### config.mk
export PLATFORM = sky130hd
export DESIGN_NAME = keypad_scan_ctrl
export DESIGN_NICKNAME = d
export VERILOG_FILES = /design/src/rtl/keypad_scan_ctrl.sv
export SDC_FILE = /design/constraint.sdc
export NUM_CORES = 1
export LEC_CHECK = 0
export ABC_AREA = 1
export CORE_AREA = 2 2 72 74
export CTS_BUF_LIST = sky130_fd_sc_hd__clkbuf_16
export DETAILED_ROUTE_END_ITERATION = 7
export DIE_AREA = 0 0 74 76
export HOLD_SLACK_MARGIN = 0.03
export PLACE_DENSITY = 0.82
export SYNTH_ARGS = -nofsm -noshare
export SYNTH_HDL_FRONTEND = slang
export SYNTH_SLANG_ARGS = --single-unit
### constraint.sdc
create_clock -name clk -period 5.5 [get_ports clk]
set_input_delay 0.825 -clock clk [delete_from_list [all_inputs] [get_ports clk]]
set_output_delay 0.825 -clock clk [all_outputs]
set_load 0.005 [all_outputs]
### src/rtl/keypad_scan_ctrl.sv
// ============================================================================
// Module      : keypad_scan_ctrl
// Description : 4x4 keypad scanner with tick-driven column drive, debounced
//               row detection and a first-word-fall-through key-code FIFO.
// Revision    : 1.0 - initial release
// ============================================================================
`timescale 1ns/1ps
`default_nettype none

module keypad_scan_ctrl #(
  parameter int SCAN_DIV   = 100000,
  parameter int DB_TICKS   = 4,
  parameter int FIFO_DEPTH = 4
) (
  input  logic       clk,
  input  logic       reset_n,
  input  logic [3:0] row,
  output logic [3:0] col,
  output logic [3:0] key_code,
  output logic       key_valid,
  input  logic       key_ready,
  output logic       overrun,
  input  logic       ovr_clr,
  output logic       key_held
);

  localparam int CNT_W = (SCAN_DIV > 1) ? $clog2(SCAN_DIV) : 1;
  localparam int DB_W  = $clog2(DB_TICKS + 1);
  localparam int AW    = $clog2(FIFO_DEPTH);
  localparam int PW    = AW + 1;

  localparam logic [1:0] ST_SCAN     = 2'd0;
  localparam logic [1:0] ST_PRESS_DB = 2'd1;
  localparam logic [1:0] ST_HELD     = 2'd2;
  localparam logic [1:0] ST_REL_DB   = 2'd3;

  localparam logic [3:0] COL_RESET   = 4'b1110;
  localparam logic [3:0] ROWS_IDLE   = 4'hF;

  logic [3:0]       rs1_q, rs1_d;
  logic [3:0]       rs_q, rs_d;
  logic [CNT_W-1:0] tick_cnt_q, tick_cnt_d;
  logic [1:0]       state_q, state_d;
  logic [DB_W-1:0]  db_q, db_d;
  logic [1:0]       row_idx_q, row_idx_d;
  logic [1:0]       col_idx_q, col_idx_d;
  logic [3:0]       col_q, col_d;
  logic [PW-1:0]    wr_ptr_q, wr_ptr_d;
  logic [PW-1:0]    rd_ptr_q, rd_ptr_d;
  logic [3:0]       mem_q [FIFO_DEPTH];
  logic [3:0]       mem_d [FIFO_DEPTH];
  logic             overrun_q, overrun_d;

  logic       tick;
  logic       hit;
  logic [1:0] hit_row;
  logic [1:0] cur_col_idx;
  logic       rotate;
  logic       push_req;
  logic       fifo_empty;
  logic       fifo_full;
  logic       pop;
  logic       do_push;
  logic       drop;

  // A hit needs exactly one low row; multi-row patterns are treated as ghosting.
  always_comb begin
    hit     = 1'b1;
    hit_row = 2'd0;
    case (rs_q)
      4'b1110: hit_row = 2'd0;
      4'b1101: hit_row = 2'd1;
      4'b1011: hit_row = 2'd2;
      4'b0111: hit_row = 2'd3;
      default: hit = 1'b0;
    endcase
  end

  always_comb begin
    cur_col_idx = 2'd0;
    case (col_q)
      4'b1101: cur_col_idx = 2'd1;
      4'b1011: cur_col_idx = 2'd2;
      4'b0111: cur_col_idx = 2'd3;
      default: cur_col_idx = 2'd0;
    endcase
  end

  assign tick = (tick_cnt_q == CNT_W'(SCAN_DIV - 1));

  always_comb begin
    rs1_d      = row;
    rs_d       = rs1_q;
    tick_cnt_d = tick ? '0 : tick_cnt_q + CNT_W'(1);
    state_d    = state_q;
    db_d       = db_q;
    row_idx_d  = row_idx_q;
    col_idx_d  = col_idx_q;
    rotate     = 1'b0;
    push_req   = 1'b0;
    if (tick) begin
      case (state_q)
        ST_SCAN: begin
          if (hit) begin
            row_idx_d = hit_row;
            col_idx_d = cur_col_idx;
            db_d      = DB_W'(1);
            state_d   = ST_PRESS_DB;
          end else begin
            rotate = 1'b1;
          end
        end
        ST_PRESS_DB: begin
          // A bounce returns to SCAN without rotating; the next tick rotates.
          if (hit && (hit_row == row_idx_q)) begin
            if (db_q == DB_W'(DB_TICKS)) begin
              push_req = 1'b1;
              state_d  = ST_HELD;
            end else begin
              db_d = db_q + DB_W'(1);
            end
          end else begin
            state_d = ST_SCAN;
          end
        end
        ST_HELD: begin
          if (rs_q == ROWS_IDLE) begin
            db_d    = DB_W'(1);
            state_d = ST_REL_DB;
          end
        end
        ST_REL_DB: begin
          if (rs_q == ROWS_IDLE) begin
            if (db_q == DB_W'(DB_TICKS)) begin
              state_d = ST_SCAN;
              rotate  = 1'b1;
            end else begin
              db_d = db_q + DB_W'(1);
            end
          end else begin
            db_d    = '0;
            state_d = ST_HELD;
          end
        end
        default: state_d = ST_SCAN;
      endcase
    end
    col_d = rotate ? {col_q[2:0], col_q[3]} : col_q;
  end

  assign fifo_empty = (wr_ptr_q == rd_ptr_q);
  assign fifo_full  = (wr_ptr_q[AW] != rd_ptr_q[AW]) &&
                      (wr_ptr_q[AW-1:0] == rd_ptr_q[AW-1:0]);
  assign pop        = !fifo_empty && key_ready;
  // A full FIFO still accepts a push when the head leaves in the same cycle.
  assign do_push    = push_req && (!fifo_full || pop);
  assign drop       = push_req && fifo_full && !pop;

  always_comb begin
    mem_d = mem_q;
    if (do_push) begin
      mem_d[wr_ptr_q[AW-1:0]] = {row_idx_q, col_idx_q};
    end
    wr_ptr_d  = wr_ptr_q + PW'(do_push);
    rd_ptr_d  = rd_ptr_q + PW'(pop);
    overrun_d = drop | (overrun_q & ~ovr_clr);
  end

  always_ff @(posedge clk) begin
    if (!reset_n) begin
      rs1_q      <= ROWS_IDLE;
      rs_q       <= ROWS_IDLE;
      tick_cnt_q <= '0;
      state_q    <= ST_SCAN;
      db_q       <= '0;
      row_idx_q  <= 2'd0;
      col_idx_q  <= 2'd0;
      col_q      <= COL_RESET;
      wr_ptr_q   <= '0;
      rd_ptr_q   <= '0;
      overrun_q  <= 1'b0;
    end else begin
      rs1_q      <= rs1_d;
      rs_q       <= rs_d;
      tick_cnt_q <= tick_cnt_d;
      state_q    <= state_d;
      db_q       <= db_d;
      row_idx_q  <= row_idx_d;
      col_idx_q  <= col_idx_d;
      col_q      <= col_d;
      wr_ptr_q   <= wr_ptr_d;
      rd_ptr_q   <= rd_ptr_d;
      overrun_q  <= overrun_d;
    end
  end

  // Storage needs no reset: key_code is gated to zero while the FIFO is empty.
  always_ff @(posedge clk) begin
    mem_q <= mem_d;
  end

  assign col       = col_q;
  assign key_valid = !fifo_empty;
  assign key_code  = fifo_empty ? 4'd0 : mem_q[rd_ptr_q[AW-1:0]];
  assign overrun   = overrun_q;
  assign key_held  = (state_q == ST_HELD) || (state_q == ST_REL_DB);

endmodule

`default_nettype wire
==> results of run 1 <==
## layout by cell type, fill, tap and decap left out, types with 2 or more instances in the layout
| master | count |
|---|---|
| xnor2_1 | 5 |
| a21oi_1 | 21 |
| nor3b_1 | 2 |
| nor2_2 | 5 |
| nor3_1 | 9 |
| o211ai_1 | 3 |
| dfxtp_1 | 45 |
| inv_1 | 49 |
| xor2_1 | 5 |
| nor2_1 | 42 |
| nand3_2 | 4 |
| o21ai_0 | 6 |
| ha_1 | 12 |
| nand2_2 | 3 |
| clkinv_2 | 2 |
| clkinv_1 | 4 |
| nand4_1 | 3 |
| or2_0 | 2 |
| clkdlybuf4s50_1 | 18 |
| edfxtp_1 | 16 |
| o21ai_1 | 8 |
| nor3_2 | 3 |
| inv_2 | 3 |
| or2_2 | 13 |
| nand3_1 | 15 |
| clkbuf_16 | 9 |
| nand2_1 | 73 |
| and3_1 | 2 |
| o32ai_1 | 4 |
## power by group
group / total (mW) / leakage, nW / switching, mW / internal, mW
clock network: 0.524 / 0.145 / 0.182 / 0.343
logic: 0.0264 / 0.881 / 0.0151 / 0.0112
registers: 0.466 / 0.542 / 0.00279 / 0.464
## final timing paths
check | start | endpoint | cells after the start
setup / recovery | rd_ptr_q[1] | key_code[1] | 6
hold / removal | rs1_q[0] | rs_q[0] | 1
setup reg to reg | tick_cnt_q[0] | mem_q[15] | 7
hold reg to reg | rs1_q[0] | rs_q[0] | 1
## per-layer routing
metal / part of all wire, % / GRT usage (%)
met5: 0 / 0
met4: 1.6 / 9.27
met3: 3.4 / 7.80
met2: 51 / 35.6
met1: 44 / 25.1
## cells by family after synthesis
logic type / Yosys count / share of synthesized area, %
AO/OA/AOI/OAI: 45 / 8.60
XOR/XNOR: 10 / 2.96
adder cells (fa/ha/maj): 12 / 5.08
buffers and inverters: 59 / 7.54
flip-flops: 61 / 46.8
AND/OR/NAND/NOR: 180 / 29.1
## registers in the layout, indices dropped and copies added, names as in the netlist
name        count
mem_q          16
row_idx_q       2
rd_ptr_q        3
db_q            3
state_q         2
rs_q            4
tick_cnt_q     17
col_idx_q       2
wr_ptr_q        3
overrun         1
rs1_q           4
col             4
## through the flow
stage	power, mW	setup WS (ns)	cells	area, um2	util, %
floorplan	0.493	3.46	367	2950	-
global placement	0.501	3.04	449	3200	65.1
detailed placement	0.501	2.99	449	3200	65.1
CTS	1.03	2.64	465	3480	70.9
global route	1.06	2.50	465	3480	70.9
finish	1.02	2.65	465	3480	70.9
## area by class of cell
class / count / area share (%)
Tap cell: 70 / 2.52
Timing Repair Buffer: 18 / 5.17
Multi-Input combinational cell: 247 / 38.8
Clock inverter: 7 / 1.69
Inverter: 53 / 5.71
Clock buffer: 9 / 6.47
Sequential cell: 61 / 39.7
==> run_results.csv, run 1 <==
group,metric,value,unit
outcome,status,"finished clean",
global_route,antenna_found_initial,0,
critical_path,path_buf_inv,2,
synth,synth_common_cells,"nand2_1, inv_1, dfxtp_1, nor2_1, a21oi_1",
synth,avgSynthCellArea,8.05,um2
cells_and_area,n_fill_cell,384,
timing,finalCriticalPeriod,2.85,ns
clock_network,post_cts_buffers,0,
synth,seq_area_frac_synth,46.8,%
timing,relSlewSlack,56.6,%
clock_network,clk_latency,0.32,ns
run,cap_viol_max_count,0,
timing,setup_tns,0,ns
timing,tightest_slew,0.649,ns
global_route,grt_pass1_wl,9410,um
synth,synth-edff-count,16,
synth,synthArstFlopShare,0,%
clock_network,cts_tree,"built",
clock_network,root_buffer,"clkbuf_16",
synth,ys_warn_count,0,
cells_and_area,multiInputGateArea,1350,um2
hold_path,hp-class,"flip-flop to flip-flop",
detailed_routing,vias,2342,
pwr,ir_drop,0.307,mV
floorplanning,core_area,4910,um2
critical_path,endpoint_kind,"primary output",
critical_path,crit_path_start_kind,"flip-flop",
timing,slew_viol_final,0,
synth,synth_top_area_cell,"dfxtp_1",
cells_and_area,register_area,1380,um2
floorplanning,num_io_pins,19,
critical_path,required,4.68,ns
clock_network,htree_levels,3,
detailed_routing,wl,5330,um
clock_network,cts_resized,0,
clock_network,clkTransAtPathRegs,0.05,ns
critical_path,path_cells,"or2_2 > a21oi_1 > nand2_1 > nand2_1 > inv_1 > clkdlybuf4s50_1",
synth,syn_area,2950,um2
cells_and_area,diodes,0,
timing,setup_viol,0,
cells_and_area,drive_above_1_share,11.9,%
floorplanning,die-height,76,um
placement,io_buffers,18,
detailed_routing,ant_nets,0,
timing,hold_viol_final,0,
placement,gp_congestion,0.798,
detailed_routing,routedWlPerCell,11.5,um
critical_path,crit_arrival,2.03,ns
critical_path,crit_fanout,11,
synth,synth-seq-cells,61,
critical_path,crit_top_cell,"nand2_1",
floorplanning,die_w,74,um
timing,hold-worst-slack,0.415,ns
global_route,gr-total-overflow,0,
cells_and_area,nNetsFinal,410,
synth,synth_most_common_cell,"nand2_1",
global_route,grt_max_degree,19,
floorplanning,dieArea,5620,um2
timing,rsz0062_at_grt,"false",
detailed_routing,viasPerCell,5.04,
clock_network,postCtsHoldBufs,0,
synth,synthesis.nets,387,
synth,synth_area_leaders,"dfxtp_1, edfxtp_1, nand2_1",
floorplanning,row_count,26,
clock_network,cts.sinks,61,
placement,dp_hpwl,3900,um
critical_path,crit_type,"flip-flop to primary output",
detailed_routing,drtIter0Drc,151,
critical_path,critPathMaxStageDelay,0.43,ns
timing,clock_skew,0.00454,ns
pwr,leakage,1.57,nW
detailed_routing,drc,0,
synth,ys.flop_type,"dfxtp_1",
global_route,grt_usage,21.7,%
pwr,powerDensity,292,nW/um2
critical_path,critPathTopFamily,"simple AND/OR/NAND/NOR gates",
synth,syn_inst,367,
clock_network,clockBufferDepth,2,
timing,fmax,351,MHz
global_route,first_global_vias,2250,
critical_path,slowest_stage,"clkdlybuf4s50_1",
timing,finalCritPeriodShare,51.9,%
detailed_routing,first_pass_iters,4,
synth,synth_top_area_share,30.5,%
cells_and_area,area_growth,17.9,%
critical_path,r2r_slack,3.31,ns
synth,ys_types,35,
clock_network,cts_made_buffers,9,
floorplanning,start_util,60.1,%
Note: power is estimated with default switching activity, not from simulation.
==> run 2, diff against run 1 <==
--- a/config.mk
+++ b/config.mk
@@ -6,12 +6,12 @@
 export NUM_CORES = 1
 export LEC_CHECK = 0
 export ABC_AREA = 1
-export CORE_AREA = 2 2 72 74
+export CORE_AREA = 2 2 78 80
 export CTS_BUF_LIST = sky130_fd_sc_hd__clkbuf_16
 export DETAILED_ROUTE_END_ITERATION = 7
-export DIE_AREA = 0 0 74 76
+export DIE_AREA = 0 0 80 82
 export HOLD_SLACK_MARGIN = 0.03
-export PLACE_DENSITY = 0.82
+export PLACE_DENSITY = 0.74
 export SYNTH_ARGS = -nofsm -noshare
 export SYNTH_HDL_FRONTEND = slang
 export SYNTH_SLANG_ARGS = --single-unit
==> constraint.sdc (replaced) <==
create_clock -name clk -period 2.58 [get_ports clk]
set_input_delay 0.387 -clock clk [delete_from_list [all_inputs] [get_ports clk]]
set_output_delay 0.387 -clock clk [all_outputs]
set_load 0.005 [all_outputs]
==> run 2 against run 1 <==
Compared with the run above:
- non-clock buffer count grew 1
- combinational power grew 120%
- clock power grew 120%
- cell count grew 1.3%
- utilization shrank 10 points
- global-route usage shrank 1.7 points
- sequential power grew 110%
==> run_results.csv, run 2 (same netlist as run 1, synthesis figures left out) <==
group,metric,value,unit
clock_network,cts.sinks,61,
timing,fmax,420,MHz
timing,finalCritPeriodShare,92.3,%
floorplanning,die_w,80,um
critical_path,required,2.19,ns
timing,tightest_slew,0.597,ns
critical_path,path_cells,"or2_2 > a21oi_2 > nand2_1 > nand2_1 > inv_1 > clkdlybuf4s50_1",
placement,gp_congestion,0.810,
critical_path,crit_start,"rd_ptr_q[1]",
placement,dp_hpwl,4180,um
cells_and_area,largest_reg_flops,17,
detailed_routing,first_pass_iters,4,
detailed_routing,drc,0,
placement,placed_area,3210,um2
clock_network,root_buffer,"clkbuf_16",
floorplanning,num_io_pins,19,
timing,slew_viol_final,0,
detailed_routing,routedWlPerCell,12.0,um
clock_network,clk_latency,0.33,ns
global_route,gr-total-overflow,0,
detailed_routing,drtIter0Drc,169,
timing,rsz0062_at_grt,"false",
cells_and_area,final_cell_area,3500,um2
cells_and_area,regMostFlops,"tick_cnt_q",
critical_path,crit_type,"flip-flop to primary output",
global_route,first_global_vias,2207,
floorplanning,core_area,5750,um2
clock_network,cts_made_buffers,9,
cells_and_area,layout_common_cells,"nand2_1, inv_1, dfxtp_1",
hold_path,hp-start,"rs1_q[1]",
cells_and_area,nNetsFinal,411,
critical_path,crit_arrival,1.99,ns
critical_path,crit_fanout,11,
global_route,grt_max_degree,18,
floorplanning,start_util,51.4,%
timing,hold-worst-slack,0.411,ns
timing,hold_viol_final,0,
placement,io_buffers,18,
clock_network,post_cts_buffers,0,
critical_path,reg2reg_from,"tick_cnt_q[0]",
cells_and_area,reg_top3,"tick_cnt_q x17, mem_q x16",
global_route,antenna_found_initial,0,
pwr,powerDensity,623,nW/um2
critical_path,crit_path_start_kind,"flip-flop",
critical_path,crit_top_cell,"nand2_1",
clock_network,htree_levels,3,
run,cap_viol_max_count,0,
cells_and_area,drive_above_1_share,12.4,%
timing,setup_viol,0,
floorplanning,dieArea,6560,um2
clock_network,clkTransAtPathRegs,0.05,ns
floorplanning,die-height,82,um
global_route,grt_pass1_wl,9890,um
timing,relSlewSlack,59.9,%
timing,clock_skew,0.00636,ns
cells_and_area,final_common_cell,"nand2_1",
floorplanning,row_count,28,
detailed_routing,ant_nets,0,
detailed_routing,wl,5660,um
hold_path,hp-class,"flip-flop to flip-flop",
global_route,grt_usage,20.0,%
clock_network,clockBufferDepth,2,
timing,finalCriticalPeriod,2.38,ns
detailed_routing,vias,2368,
cells_and_area,diodes,0,
outcome,status,"finished clean",
critical_path,endpoint_kind,"primary output",
pwr,ir_drop,0.353,mV
clock_network,cts_tree,"built",
timing,setup_tns,0,ns
pwr,leakage,1.57,nW
critical_path,slowest_stage,"clkdlybuf4s50_1",
cells_and_area,area_growth,18.5,%
critical_path,critPathMaxStageDelay,0.43,ns
detailed_routing,viasPerCell,5.03,
## run 2: cell types whose count changed in the layout (fill, tap and decap cells not counted)
cell / previous run / this run
a21oi_2: 0 / 1
buf_4: 0 / 1
a21oi_1: 21 / 20
## run 2: report_power, final
part,total [mW],internal (mW),leakage [nW],switching (mW)
Sequential,0.994,0.988,0.542,0.00562
Clock,1.13,0.731,0.145,0.397
Combinational,0.0585,0.0249,0.887,0.0336
## run 2: critical path: cells and delay by family (launching register included)
kind            cells  cell delay (ns)
buf+inv             2             0.47
simple gates        3             0.61
compound gates      1             0.19
flops               1             0.41
## run 2: per-layer routing
layer  wire [um]  global-route usage [%]  up-vias
met5           0                       0        -
met4         137                    11.5        0
met3         224                    5.05       14
met2        2800                    34.1       48
met1        2500                    22.9     1068
li1            -                       -     1238
## run 2: path summary, 6_finish.rpt
check,end,slack [ns],cells after the start
worst max-delay path,key_code[0],0.20,6
worst min-delay path,rs_q[1],0.41,1
worst max register to register,mem_q[14],0.41,7
worst min register to register,rs_q[1],0.41,1
## run 2: timing repair
action,in CTS,in global routing
hold buffers,0,0
setup endpoints to repair,0,4
resized for setup,0,1
## run 2: stage by stage
stage	std cells	setup slack (ns)	power (mW)	util, %
2_1_floorplan	367	0.713	1.05	-
3_3_place_gp	455	0.502	1.07	55.9
3_5_place_dp	455	0.398	1.07	55.9
4_1_cts	471	0.127	2.21	60.8
5_1_grt	471	0.0459	2.27	60.9
6_report	471	0.199	2.18	60.9
## run 2: layout make-up
class,instances,area (um2)
Clock buffer,9,225
Clock inverter,7,58.8
Fill cell,513,2250
Inverter,53,199
Multi-Input combinational cell,247,1350
Sequential cell,61,1380
Tap cell,75,93.8
Timing Repair Buffer,19,188
==> run 3, diff against run 2 <==
--- a/config.mk
+++ b/config.mk
@@ -12,6 +12,7 @@
 export DIE_AREA = 0 0 80 82
 export HOLD_SLACK_MARGIN = 0.03
 export PLACE_DENSITY = 0.74
+export SKIP_LAST_GASP = 1
 export SYNTH_ARGS = -nofsm -noshare
 export SYNTH_HDL_FRONTEND = slang
 export SYNTH_SLANG_ARGS = --single-unit
==> results of run 3 <==
No change in the layout: final DEF, timing and power equal those of run 2.
